$ cat src/rtl/unary_pkg.sv
// Shared types and helpers for the unary square-root result path.
package unary_pkg;

  // Collector phases: IDLE has no bits, COLLECT has a partial word, HOLD presents a full word.
  typedef enum logic [1:0] {
    StIdle,
    StCollect,
    StHold
  } collect_state_t;

  localparam int unsigned DefaultInputWidth = 4;

  // Bits needed to count from 0 up to and including w.
  function automatic int unsigned unary_count_width(input int unsigned w);
    return $clog2(w + 1);
  endfunction

endpackage

$ cat src/rtl/unary_ones_counter.sv
// Clear/increment counter for the number of ones in the word being assembled.
// On a clear, a simultaneous increment is loaded as the first count of the new word.
module unary_ones_counter #(
  parameter int unsigned COUNT_WIDTH = 3
) (
  input  logic                   clk,
  input  logic                   reset,
  input  logic                   clr,
  input  logic                   inc,
  output logic [COUNT_WIDTH-1:0] count
);

  logic [COUNT_WIDTH-1:0] count_q, count_d;

  // Next count: restart on clear, otherwise accumulate.
  always_comb begin
    count_d = count_q;
    if (clr) begin
      count_d = COUNT_WIDTH'(inc);
    end else if (inc) begin
      count_d = count_q + COUNT_WIDTH'(1);
    end
  end

  // Count register.
  always_ff @(posedge clk or negedge reset) begin
    if (!reset) begin
      count_q <= '0;
    end else begin
      count_q <= count_d;
    end
  end

  assign count = count_q;

endmodule

$ cat src/rtl/unary_stream_collector.sv
// Assembles the serial unary root bitstream into parallel words, LSB first, and presents
// each word on a valid/ready handshake. A sticky overflow flag records bits dropped while
// a word is held. Define UNARY_COLLECT_ONES_EN to also report the ones count per word.
module unary_stream_collector
  import unary_pkg::*;
#(
  parameter int unsigned INPUT_WIDTH = DefaultInputWidth,
  parameter int unsigned COUNT_WIDTH = unary_count_width(INPUT_WIDTH)
) (
  input  logic                   clk,
  input  logic                   reset,
  input  logic                   y,
  input  logic                   valid,
  input  logic                   flush,
  output logic [INPUT_WIDTH-1:0] word,
  output logic [COUNT_WIDTH-1:0] word_ones,
  output logic                   word_valid,
  input  logic                   word_ready,
  output logic [COUNT_WIDTH-1:0] bit_index,
  output logic                   overflow
);

  localparam logic [COUNT_WIDTH-1:0] LastIdx = COUNT_WIDTH'(INPUT_WIDTH - 1);

  collect_state_t         state_q, state_d;
  logic [INPUT_WIDTH-1:0] word_q, word_d;
  logic [COUNT_WIDTH-1:0] bit_index_q, bit_index_d;
  logic                   overflow_q, overflow_d;

  // Next-state logic: flush first, then accept / release / drop per phase.
  always_comb begin
    state_d     = state_q;
    word_d      = word_q;
    bit_index_d = bit_index_q;
    overflow_d  = overflow_q;

    if (flush) begin
      state_d     = StIdle;
      word_d      = '0;
      bit_index_d = '0;
    end else begin
      unique case (state_q)
        StIdle, StCollect: begin
          if (valid) begin
            // Loop decode keeps the index width independent of the word width.
            for (int unsigned k = 0; k < INPUT_WIDTH; k++) begin
              if (bit_index_q == COUNT_WIDTH'(k)) word_d[k] = y;
            end
            if (bit_index_q == LastIdx) begin
              state_d     = StHold;
              bit_index_d = '0;
            end else begin
              state_d     = StCollect;
              bit_index_d = bit_index_q + COUNT_WIDTH'(1);
            end
          end
        end
        StHold: begin
          if (word_ready) begin
            // Release clears the register so unwritten bits of the next word read 0.
            word_d = '0;
            if (valid) begin
              word_d[0] = y;
              if (INPUT_WIDTH == 1) begin
                state_d = StHold;
              end else begin
                state_d     = StCollect;
                bit_index_d = COUNT_WIDTH'(1);
              end
            end else begin
              state_d = StIdle;
            end
          end else if (valid) begin
            overflow_d = 1'b1;
          end
        end
        default: begin
          state_d     = StIdle;
          word_d      = '0;
          bit_index_d = '0;
        end
      endcase
    end
  end

  // State registers.
  always_ff @(posedge clk or negedge reset) begin
    if (!reset) begin
      state_q     <= StIdle;
      word_q      <= '0;
      bit_index_q <= '0;
      overflow_q  <= 1'b0;
    end else begin
      state_q     <= state_d;
      word_q      <= word_d;
      bit_index_q <= bit_index_d;
      overflow_q  <= overflow_d;
    end
  end

  assign word       = word_q;
  assign word_valid = (state_q == StHold);
  assign bit_index  = bit_index_q;
  assign overflow   = overflow_q;

`ifdef UNARY_COLLECT_ONES_EN
  logic ones_clr;
  logic ones_inc;

  // A bit is accepted when not holding, or when the held word is released the same cycle.
  assign ones_clr = flush | (word_valid & word_ready);
  assign ones_inc = ~flush & valid & y & (~word_valid | word_ready);

  unary_ones_counter #(
    .COUNT_WIDTH(COUNT_WIDTH)
  ) u_ones_counter (
    .clk  (clk),
    .reset(reset),
    .clr  (ones_clr),
    .inc  (ones_inc),
    .count(word_ones)
  );
`else
  assign word_ones = '0;
`endif

endmodule
$ cat config.mk
export PLATFORM = sky130hd
export DESIGN_NAME = unary_stream_collector
export DESIGN_NICKNAME = d
export VERILOG_FILES = /design/src/rtl/unary_pkg.sv /design/src/rtl/unary_ones_counter.sv /design/src/rtl/unary_stream_collector.sv
export SDC_FILE = /design/constraint.sdc
export NUM_CORES = 1
export LEC_CHECK = 0
export CAP_MARGIN = 20
export CORE_MARGIN = 2
export CORE_UTILIZATION = 49
export DETAILED_ROUTE_END_ITERATION = 7
export PLACE_DENSITY = 0.78
export SYNTH_ARGS = -nofsm -noshare
export SYNTH_HDL_FRONTEND = slang
export SYNTH_SLANG_ARGS = --single-unit
$ cat constraint.sdc
create_clock -name clk -period 1.9 [get_ports clk]
set_input_delay 0.38 -clock clk [delete_from_list [all_inputs] [get_ports clk]]
set_output_delay 0.38 -clock clk [all_outputs]
set_load 0.03 [all_outputs]
==> reports/qor.yml, run 1 <==
run_status:
  status: "finished clean"
global_route:
  gr-usage-all-layers: 0.2120
  antenna_found_initial: 0
  grt_overflow: 0
  grt_max_degree: 12
  grt_pass1_wl_um: 2194
  grt_pass1_vias: 504
clocking:
  clockRootBuffer: "clkbuf_4"
  cts_resized: 1
  path_clk_slew_ns: 0.07
  clockBufferDepth: 2
  cts_hold_buf: 0
  clock_latency_ns: 0.27
  cts_htree_levels: 1
  cts_tree: "built"
  numCtsBuffers: 3
  cts_setup_buffers: 0
  cts_sinks: 10
worst_setup_path:
  crit_type: "flip-flop to primary output"
  path_buf_inv: 1
  slowest_stage: "clkdlybuf4s50_1"
  crit_cells: 1
  crit_fanout: 7
  crit_path_cell_trace: "clkdlybuf4s50_1"
  crit_arrival_ns: 1.42
  start_kind: "flip-flop"
  cp_top_family: "buffers and inverters"
  r2r-start: "bit_index[0]"
  rr_worst_depth: 5
  endpoint_kind: "primary output"
  required_ns: 1.52
  critPathLaunch: "bit_index[2]"
  slowest_delay_ns: 0.71
drt:
  drtIter0Drc: 15
  firstDrtPassIters: 4
  drc: 0
  antenna_left: 0
  wl_um: 1366
  dr_total_vias: 549
  viasPerCell: 5.490
  wl_per_cell_um: 13.66
pwr:
  p_leak_nw: 0.3700
  power-per-cell-area_mw_per_mm2: 784.3
  irDropWorstVdd_v: 0.0005759
  finalPower_uw: 650.7
timing:
  finalMaxSlewViolations: 0
  layout_setup_ws_ns: 0.1002
  hold_viol_final: 0
  period_needed_ns: 1.800
  maxClockFrequency_mhz: 555.6
  setup_violations: 0
  rsz0062_at_grt: "false"
  setup_tns_ns: 0
  post-route-period-util: 0.9472
  worst_hold_slack_ns: 0.4346
  skew_ns: 0.007558
synthesis:
  post_synth_num_cell_types: 35
  yosysTopAreaCellShare: 0.3717
  ys_seq_area_frac: 0.3717
  yosysTopAreaCell: "dfrtp_1"
  syn_area_sq_um: 673.1
  netlist_top_cells_area: "dfrtp_1 37%, ha_1 7.4%, buf_4 4.5%"
  yosys-top-cells-count: "10 x dfrtp_1, 7 x inv_1, 4 x buf_4, 4 x ha_1, 4 x nor2_1"
  yosysMostFrequentCell: "dfrtp_1"
  async_reset_ff_frac: 1.000
  synth_top_flop_cell: "dfrtp_1"
  ys_ff_latch: 10
  synth_cells: 70
  synth_edf_count: 0
  avgSynthCellArea_sq_um: 9.616
  ys_warn_count: 0
die:
  start_util: 0.5239
  dieArea_sq_mm: 0.001686
  ios: 18
  rows: 13
  die_w_um: 41.07
  die_h_um: 41.07
  core_area_sq_mm: 0.001285
placed_design:
  dpl.hpwl_um: 1031
  place_area_sq_um: 808.3
  routabilityCongestion: 0.7622
  dp_slack_ns: 0.1517
  place.port_buffers: 14
  dp_cells: 97
worst_hold_path:
  hold_path_class: "primary input to async pin"
final_layout:
  utilization: 0.6456
  areaGrowthSynthToFinish_pct: 23.23
  nets: 97
  insertedDiodeCount: 0
  layout.cells.non_filler: 100
  final_layout_size_suffix_gt1_frac: 0.1294
  final_cell_area_sq_um: 829.5
flow_run:
  cap_violations: 0
==> path summary, 6_finish.rpt <==
check | end | slack, ns
worst max-delay path | bit_index[2] | 0.10
worst min-delay path | bit_index[1] | 0.43
worst max register to register | word[0] | 0.55
worst min register to register | overflow | 0.47
max in group asynchronous | word[1] | 1.13
min in group clk | overflow | 0.47
==> layout by cell type (no fill, tap or decap), types with 2 or more instances in the layout <==
| cell | instances |
|---|---|
| nand3_1 | 2 |
| clkbuf_4 | 3 |
| a31oi_1 | 2 |
| nor2_1 | 4 |
| dfrtp_1 | 10 |
| conb_1 | 3 |
| inv_1 | 7 |
| ha_1 | 4 |
| nand3b_1 | 2 |
| a211o_1 | 2 |
| nand2b_1 | 2 |
| nand4_1 | 3 |
| clkdlybuf4s50_1 | 13 |
| o211ai_1 | 3 |
| buf_4 | 2 |
| nor2b_1 | 3 |
==> power by group <==
group | total [mW] | switching [mW] | internal [mW] | leakage (nW)
combinational | 0.242 | 0.138 | 0.104 | 0.222
clock | 0.147 | 0.0735 | 0.0732 | 0.0138
sequential | 0.262 | 0.0229 | 0.239 | 0.135
==> metal layers <==
metal	global-route usage	vias to the layer above	wire, um
met5	0	-	0
li1	-	276	-
met3	0.04891	6	61
met4	0.1500	0	38
met2	0.3086	15	613
met1	0.2718	252	653
==> worst reg2reg max path, stage by stage, from the launching register on <==
cell and delay [ns]:
dfrtp_1 0.41, inv_1 0.14, ha_1 0.16, nand2b_1 0.07, o2111a_1 0.25, a41o_1 0.21
==> state kept, by name, indices dropped and copies added (netlist names) <==
register / count
state_q: 2
bit_index: 3
word: 4
overflow: 1
==> area by class of cell <==
cell class	count	area, sq um
repair buffers	16	153.9
fillers	117	455.4
clock buffers	3	22.52
inverters	7	26.28
multi-input cells	49	357.8
flip-flops and latches	10	250.2
well taps	15	18.77
==> cells by family (layout without fill, tap and decap cells) <==
logic type                 after synthesis  in the layout  synth area share
AOI/OAI and AO/OA                       18             18            0.2045
other                                    1              3          0.005571
buffers and inverters                   13             26            0.1078
DFF                                     10             10            0.3717
muxes                                    1              1           0.01487
and+or+nand+nor                         23             23            0.2212
adders and majority gates                4              4           0.07435
Note: power is estimated with default switching activity, not from simulation.
==> run 2: changes to the inputs <==
Settings changed: SLEW_MARGIN set to 20.
==> results of run 2 <==
The final DEF is identical to that of run 1; final timing and power are the same.
==> run 3: changes to the inputs <==
Settings changed: SKIP_LAST_GASP set to 1.
==> results of run 3 <==
The final DEF is identical to that of run 1; final timing and power are the same.
